<file path="src/rtl/ysyx_23060075_mem_ctrl.sv">
// AXI4-Lite master bridging the core's single-request memory port onto all five AXI channels.
// Optional hang watchdog is enabled by defining YSYX_23060075_MEM_CTRL_TIMEOUT_EN.
module ysyx_23060075_mem_ctrl #(
    parameter int unsigned ADDR_WIDTH     = 32,
    parameter int unsigned DATA_WIDTH     = 32,
    parameter int unsigned TIMEOUT_CYCLES = 1024
) (
    input  logic                    clk,
    input  logic                    rst,
    input  logic [ADDR_WIDTH-1:0]   mem_addr_i,
    input  logic                    mem_r_en_i,
    input  logic                    mem_w_en_i,
    input  logic [DATA_WIDTH-1:0]   mem_wdata_i,
    input  logic [DATA_WIDTH/8-1:0] mem_wmask_i,
    output logic [DATA_WIDTH-1:0]   mem_rdata_o,
    output logic                    mem_finish_o,
    output logic                    mem_err_o,
    output logic                    mem_busy_o,
    output logic [ADDR_WIDTH-1:0]   axi_araddr_o,
    output logic                    axi_arvalid_o,
    input  logic                    axi_arready_i,
    input  logic [DATA_WIDTH-1:0]   axi_rdata_i,
    input  logic [1:0]              axi_rresp_i,
    input  logic                    axi_rvalid_i,
    output logic                    axi_rready_o,
    output logic [ADDR_WIDTH-1:0]   axi_awaddr_o,
    output logic                    axi_awvalid_o,
    input  logic                    axi_awready_i,
    output logic [DATA_WIDTH-1:0]   axi_wdata_o,
    output logic [DATA_WIDTH/8-1:0] axi_wstrb_o,
    output logic                    axi_wvalid_o,
    input  logic                    axi_wready_i,
    input  logic [1:0]              axi_bresp_i,
    input  logic                    axi_bvalid_i,
    output logic                    axi_bready_o
);

    if (DATA_WIDTH != 32 && DATA_WIDTH != 64) begin : g_bad_width
        $error("DATA_WIDTH must be 32 or 64");
    end
    if (TIMEOUT_CYCLES == 0) begin : g_bad_timeout
        $error("TIMEOUT_CYCLES must be non-zero");
    end

    typedef enum logic [2:0] {StIdle, StRaddr, StRdata, StWreq, StWresp} state_e;

    state_e                    state_q;
    logic [ADDR_WIDTH-1:0]     araddr_q, awaddr_q;
    logic [DATA_WIDTH-1:0]     wdata_q, rdata_q;
    logic [DATA_WIDTH/8-1:0]   wstrb_q;
    logic                      arvalid_q, rready_q, awvalid_q, wvalid_q, bready_q;
    logic                      finish_q, err_q, aw_done_q, w_done_q;

    logic ar_hs, r_hs, aw_hs, w_hs, b_hs, aw_fin, w_fin;
    logic wdog_hit;

    assign ar_hs  = arvalid_q & axi_arready_i;
    assign r_hs   = rready_q & axi_rvalid_i;
    assign aw_hs  = awvalid_q & axi_awready_i;
    assign w_hs   = wvalid_q & axi_wready_i;
    assign b_hs   = bready_q & axi_bvalid_i;
    // A channel counts as done if it completed earlier or handshakes this cycle.
    assign aw_fin = aw_done_q | aw_hs;
    assign w_fin  = w_done_q | w_hs;

`ifdef YSYX_23060075_MEM_CTRL_TIMEOUT_EN
    localparam int unsigned CntW = $clog2(TIMEOUT_CYCLES + 1);
    localparam logic [CntW-1:0] CntLast = CntW'(TIMEOUT_CYCLES - 1);

    logic [CntW-1:0] wdog_cnt_q;

    // A completing handshake on the expiry edge wins over the abort.
    assign wdog_hit = (state_q != StIdle) && (wdog_cnt_q == CntLast) && !(r_hs || b_hs);

    always_ff @(posedge clk or posedge rst) begin
        if (rst) begin
            wdog_cnt_q <= '0;
        end else if (state_q == StIdle) begin
            wdog_cnt_q <= '0;
        end else begin
            wdog_cnt_q <= wdog_cnt_q + 1'b1;
        end
    end
`else
    assign wdog_hit = 1'b0;
`endif

    always_ff @(posedge clk or posedge rst) begin
        if (rst) begin
            state_q   <= StIdle;
            araddr_q  <= '0;
            awaddr_q  <= '0;
            wdata_q   <= '0;
            wstrb_q   <= '0;
            rdata_q   <= '0;
            arvalid_q <= 1'b0;
            rready_q  <= 1'b0;
            awvalid_q <= 1'b0;
            wvalid_q  <= 1'b0;
            bready_q  <= 1'b0;
            finish_q  <= 1'b0;
            err_q     <= 1'b0;
            aw_done_q <= 1'b0;
            w_done_q  <= 1'b0;
        end else begin
            finish_q <= 1'b0;
            unique case (state_q)
                StIdle: begin
                    if (mem_r_en_i) begin
                        araddr_q  <= mem_addr_i;
                        arvalid_q <= 1'b1;
                        state_q   <= StRaddr;
                    end else if (mem_w_en_i) begin
                        awaddr_q  <= mem_addr_i;
                        wdata_q   <= mem_wdata_i;
                        wstrb_q   <= mem_wmask_i;
                        awvalid_q <= 1'b1;
                        wvalid_q  <= 1'b1;
                        aw_done_q <= 1'b0;
                        w_done_q  <= 1'b0;
                        state_q   <= StWreq;
                    end
                end
                StRaddr: begin
                    if (ar_hs) begin
                        arvalid_q <= 1'b0;
                        rready_q  <= 1'b1;
                        state_q   <= StRdata;
                    end
                end
                StRdata: begin
                    if (r_hs) begin
                        rready_q <= 1'b0;
                        rdata_q  <= axi_rdata_i;
                        err_q    <= |axi_rresp_i;
                        finish_q <= 1'b1;
                        state_q  <= StIdle;
                    end
                end
                StWreq: begin
                    if (aw_hs) begin
                        awvalid_q <= 1'b0;
                        aw_done_q <= 1'b1;
                    end
                    if (w_hs) begin
                        wvalid_q <= 1'b0;
                        w_done_q <= 1'b1;
                    end
                    if (aw_fin && w_fin) begin
                        bready_q <= 1'b1;
                        state_q  <= StWresp;
                    end
                end
                StWresp: begin
                    if (b_hs) begin
                        bready_q <= 1'b0;
                        err_q    <= |axi_bresp_i;
                        finish_q <= 1'b1;
                        state_q  <= StIdle;
                    end
                end
                default: state_q <= StIdle;
            endcase

            if (wdog_hit) begin
                arvalid_q <= 1'b0;
                rready_q  <= 1'b0;
                awvalid_q <= 1'b0;
                wvalid_q  <= 1'b0;
                bready_q  <= 1'b0;
                finish_q  <= 1'b1;
                err_q     <= 1'b1;
                state_q   <= StIdle;
            end
        end
    end

    assign mem_rdata_o   = rdata_q;
    assign mem_finish_o  = finish_q;
    assign mem_err_o     = err_q;
    assign mem_busy_o    = (state_q != StIdle);
    assign axi_araddr_o  = araddr_q;
    assign axi_arvalid_o = arvalid_q;
    assign axi_rready_o  = rready_q;
    assign axi_awaddr_o  = awaddr_q;
    assign axi_awvalid_o = awvalid_q;
    assign axi_wdata_o   = wdata_q;
    assign axi_wstrb_o   = wstrb_q;
    assign axi_wvalid_o  = wvalid_q;
    assign axi_bready_o  = bready_q;

endmodule
</file>
<file path="config.mk">
export PLATFORM = sky130hd
export DESIGN_NAME = ysyx_23060075_mem_ctrl
export DESIGN_NICKNAME = d
export VERILOG_FILES = /design/src/rtl/ysyx_23060075_mem_ctrl.sv
export SDC_FILE = /design/constraint.sdc
export NUM_CORES = 1
export LEC_CHECK = 0
export ABC_AREA = 1
export CORE_AREA = 5 5 124 126
export DETAILED_ROUTE_END_ITERATION = 10
export DIE_AREA = 0 0 129 131
export GPL_TIMING_DRIVEN = 0
export PLACE_DENSITY_LB_ADDON = 0.2
export SYNTH_ARGS = -nofsm -noshare
export SYNTH_HDL_FRONTEND = slang
export SYNTH_SLANG_ARGS = --single-unit
</file>
<file path="constraint.sdc">
create_clock -name clk -period 10.2 [get_ports clk]
set_input_delay 1.53 -clock clk [delete_from_list [all_inputs] [get_ports clk]]
set_output_delay 1.53 -clock clk [all_outputs]
set_load 0.005 [all_outputs]
</file>
==> flow_metrics.tcl <==
set metrics [dict create \
    status "complete, no violations" \
    grtUsageTotal_pct 19.80 \
    hold_violations 0 \
    drive_above_1_share_pct 5.339 \
    slowest_delay_ns 0.55 \
    crit_path_end_kind "output pin" \
    grt_max_degree 81 \
    hold_class "register to register" \
    gp_congestion 0.8582 \
    fin_ws_ns 7.023 \
    fmax_ghz 0.3147 \
    hpwl_um 12440 \
    r2r_slack_ns 8.33 \
    die_area_mm2 0.01690 \
    busiest_layer "met2" \
    fin_util_pct 62.64 \
    slew_violations 0 \
    grt_pass1_wl_um 25940 \
    leakagePower_uw 0.004382 \
    netlist.area_leader.share_pct 65.08 \
    fin_crit_ns 3.177 \
    stdcell_count 1083 \
    vias 4969 \
    skew_ns 0.006102 \
    diodes 0 \
    gr-total-overflow 0 \
    cts_sinks 144 \
    area_growth_pct 60.70 \
    clk_latency_ns 0.41 \
    pre_cts_ws_ns 6.854 \
    fin_nets 1000 \
    max_slew_margin_pct 60.18 \
    crit_required_ns 8.67 \
    core_area_mm2 0.01420 \
    critical_path_class "register to output pin" \
    num_rows 44 \
    critPathMaxFanout 7 \
    drtIter0Drc 237 \
    first_global_vias 5122 \
    multiInputGateArea_mm2 0.001610 \
    route.detailed.drc 0 \
    met1_usage_pct 22.80 \
    synth_area_leaders "dfrtp_1 (65%), nand2_1 (20%), o21ai_0 (4.6%), inv_1 (3.4%), o21ai_1 (1.8%)" \
    ys.warnings.count 0 \
    detail_route.vias_per_cell 4.588 \
    finalCritPeriodShare_pct 31.15 \
    yosys.area.top_type "dfrtp_1" \
    cellPowerDensity_mw_per_mm2 300.3 \
    cts_hold_buf 0 \
    numCtsBuffers 17 \
    cts_tree "built" \
    gr-usage-met2_pct 33.48 \
    drt-pass1-iter-count 4 \
    ant_nets 0 \
    crit_path_top_delay_cell "clkdlybuf4s50_1" \
    routed_wl_um 16520 \
    yosysSeqAreaShare_pct 65.08 \
    syn_inst 615 \
    final-seq-area_mm2 0.003603 \
    cts_setup_buffers 0 \
    fill_cells 1178 \
    critPathLaunchType "register" \
    synthDistinctLibCells 18 \
    arrival_ns 1.65 \
    io_pins 253 \
    htreeDepth 4 \
    tightestPinTransition_ns 0.5973 \
    setup_viol 0 \
    ys_ff_latch 144 \
    wl_per_cell_um 15.26 \
    synth_area_mm2 0.005537 \
    syn_nets 728 \
    drv_cap 0 \
    path_clk_slew_ns 0.06 \
    port_buffers 252 \
    peakVddDrop_mv 0.1541 \
    die_w_um 129 \
    cp_cell_sequence "inv_1, nand2_2, clkdlybuf4s50_1" \
    post_cts_resize_count 0 \
    clock_path_buffers 2 \
    rsz0062_at_grt "false" \
    cts-root-buf "clkbuf_16" \
    fin_tns_setup_ns 0 \
    use_met3_pct 7.967 \
    die_h_um 131 \
    initial_core_util_pct 38.98 \
    synth.avg_cell_area_um2 9.003 \
    place_inst 1052 \
    antenna_found_initial 0 \
]
## cells in the mapped netlist
cell,count
a21oi_1,2
buf_2,12
buf_6,2
clkbuf_1,12
dfrtp_1,144
inv_1,50
inv_2,2
nand2_1,296
nand2_2,1
nand3_1,7
nand4_1,1
nor2_1,10
nor2_4,1
nor3_4,1
o21a_1,2
o21ai_0,51
o21ai_1,20
o22ai_1,1
## placed cells by master, fill, tap and decap left out
cell type / synthesis / layout
clkbuf_8: 0 / 4
nand4_1: 1 / 1
inv_2: 2 / 2
clkinv_2: 0 / 4
o21ai_0: 51 / 51
nor2_4: 1 / 1
nor2_1: 10 / 10
dfrtp_1: 144 / 144
inv_6: 0 / 1
clkbuf_1: 12 / 16
buf_2: 12 / 12
a21oi_1: 2 / 2
buf_6: 2 / 2
bufinv_16: 0 / 2
o22ai_1: 1 / 1
o21a_1: 2 / 2
nand3_1: 7 / 7
clkbuf_16: 0 / 17
o21ai_1: 20 / 20
nor3_4: 1 / 1
nand2_2: 1 / 1
clkdlybuf4s50_1: 0 / 252
inv_1: 50 / 49
buf_16: 0 / 1
nand2_1: 296 / 296
## flip-flops by register name, indices dropped and copies added, names as in the netlist, 3 cells and up
| name | flops |
|---|---|
| axi_awaddr_o | 32 |
| axi_wdata_o | 32 |
| axi_wstrb_o | 4 |
| mem_rdata_o | 32 |
| state_q | 3 |
| axi_araddr_o | 32 |
## layer usage
metal | wire length [um] | vias to the layer above
met1 | 6444 | 2333
met4 | 304 | 0
met2 | 8259 | 170
met5 | 0 | -
met3 | 1516 | 29
li1 | - | 2437
## layout make-up
type / instances / share of cell area [%]
clock buffers: 25 / 5.569
repair buffers: 253 / 28.66
flip-flops and latches: 144 / 40.50
multi-input cells: 393 / 18.10
well taps: 184 / 2.588
plain buffers: 26 / 1.434
inverters: 52 / 2.250
clock inverters: 6 / 0.9000
## power by group
| group | internal, uW | switching [uW] |
|---|---|---|
| registers | 839 | 153 |
| logic | 617 | 460 |
| clock network | 383 | 220 |
| total | 1840 | 832 |
## worst max-delay path, delay by kind of cell (launching register included)
kind	cells	cell delay [ns]
buffers and inverters	2	0.64
DFF	1	0.44
and+or+nand+nor	1	0.15
## cells by family after synthesis
group / Yosys count / synth area share (%)
simple gates: 317 / 22.10
flops: 144 / 65.08
buf+inv: 78 / 5.831
compound gates: 76 / 6.983
## final timing paths
kind,start,endpoint,cells past startpoint
setup / recovery,state_q[0]$_DFFE_PP0P_,mem_busy_o,3
hold / removal,axi_wdata_o[2]$_DFFE_PP0P_,axi_wdata_o[2]$_DFFE_PP0P_,2
max in group asynchronous,rst,axi_wdata_o[20]$_DFFE_PP0P_,3
setup reg to reg,state_q[1]$_DFFE_PP0P_,axi_awaddr_o[7]$_DFFE_PP0P_,8
min in group asynchronous,rst,mem_rdata_o[18]$_DFFE_PP0P_,2
hold reg to reg,axi_wdata_o[2]$_DFFE_PP0P_,axi_wdata_o[2]$_DFFE_PP0P_,2
## metrics by stage
step	hold slack [ns]	cell area, um^2	total power [uW]
final	0.4698	8897	2671
after global routing	0.4929	8897	2868
after CTS	0.4742	8897	2714
after detailed placement	0.4587	8322	2095
after global placement	0.4546	8289	2055
after floorplan	0.4639	5537	1374
No activity file was read; power rests on OpenSTA's default activity.
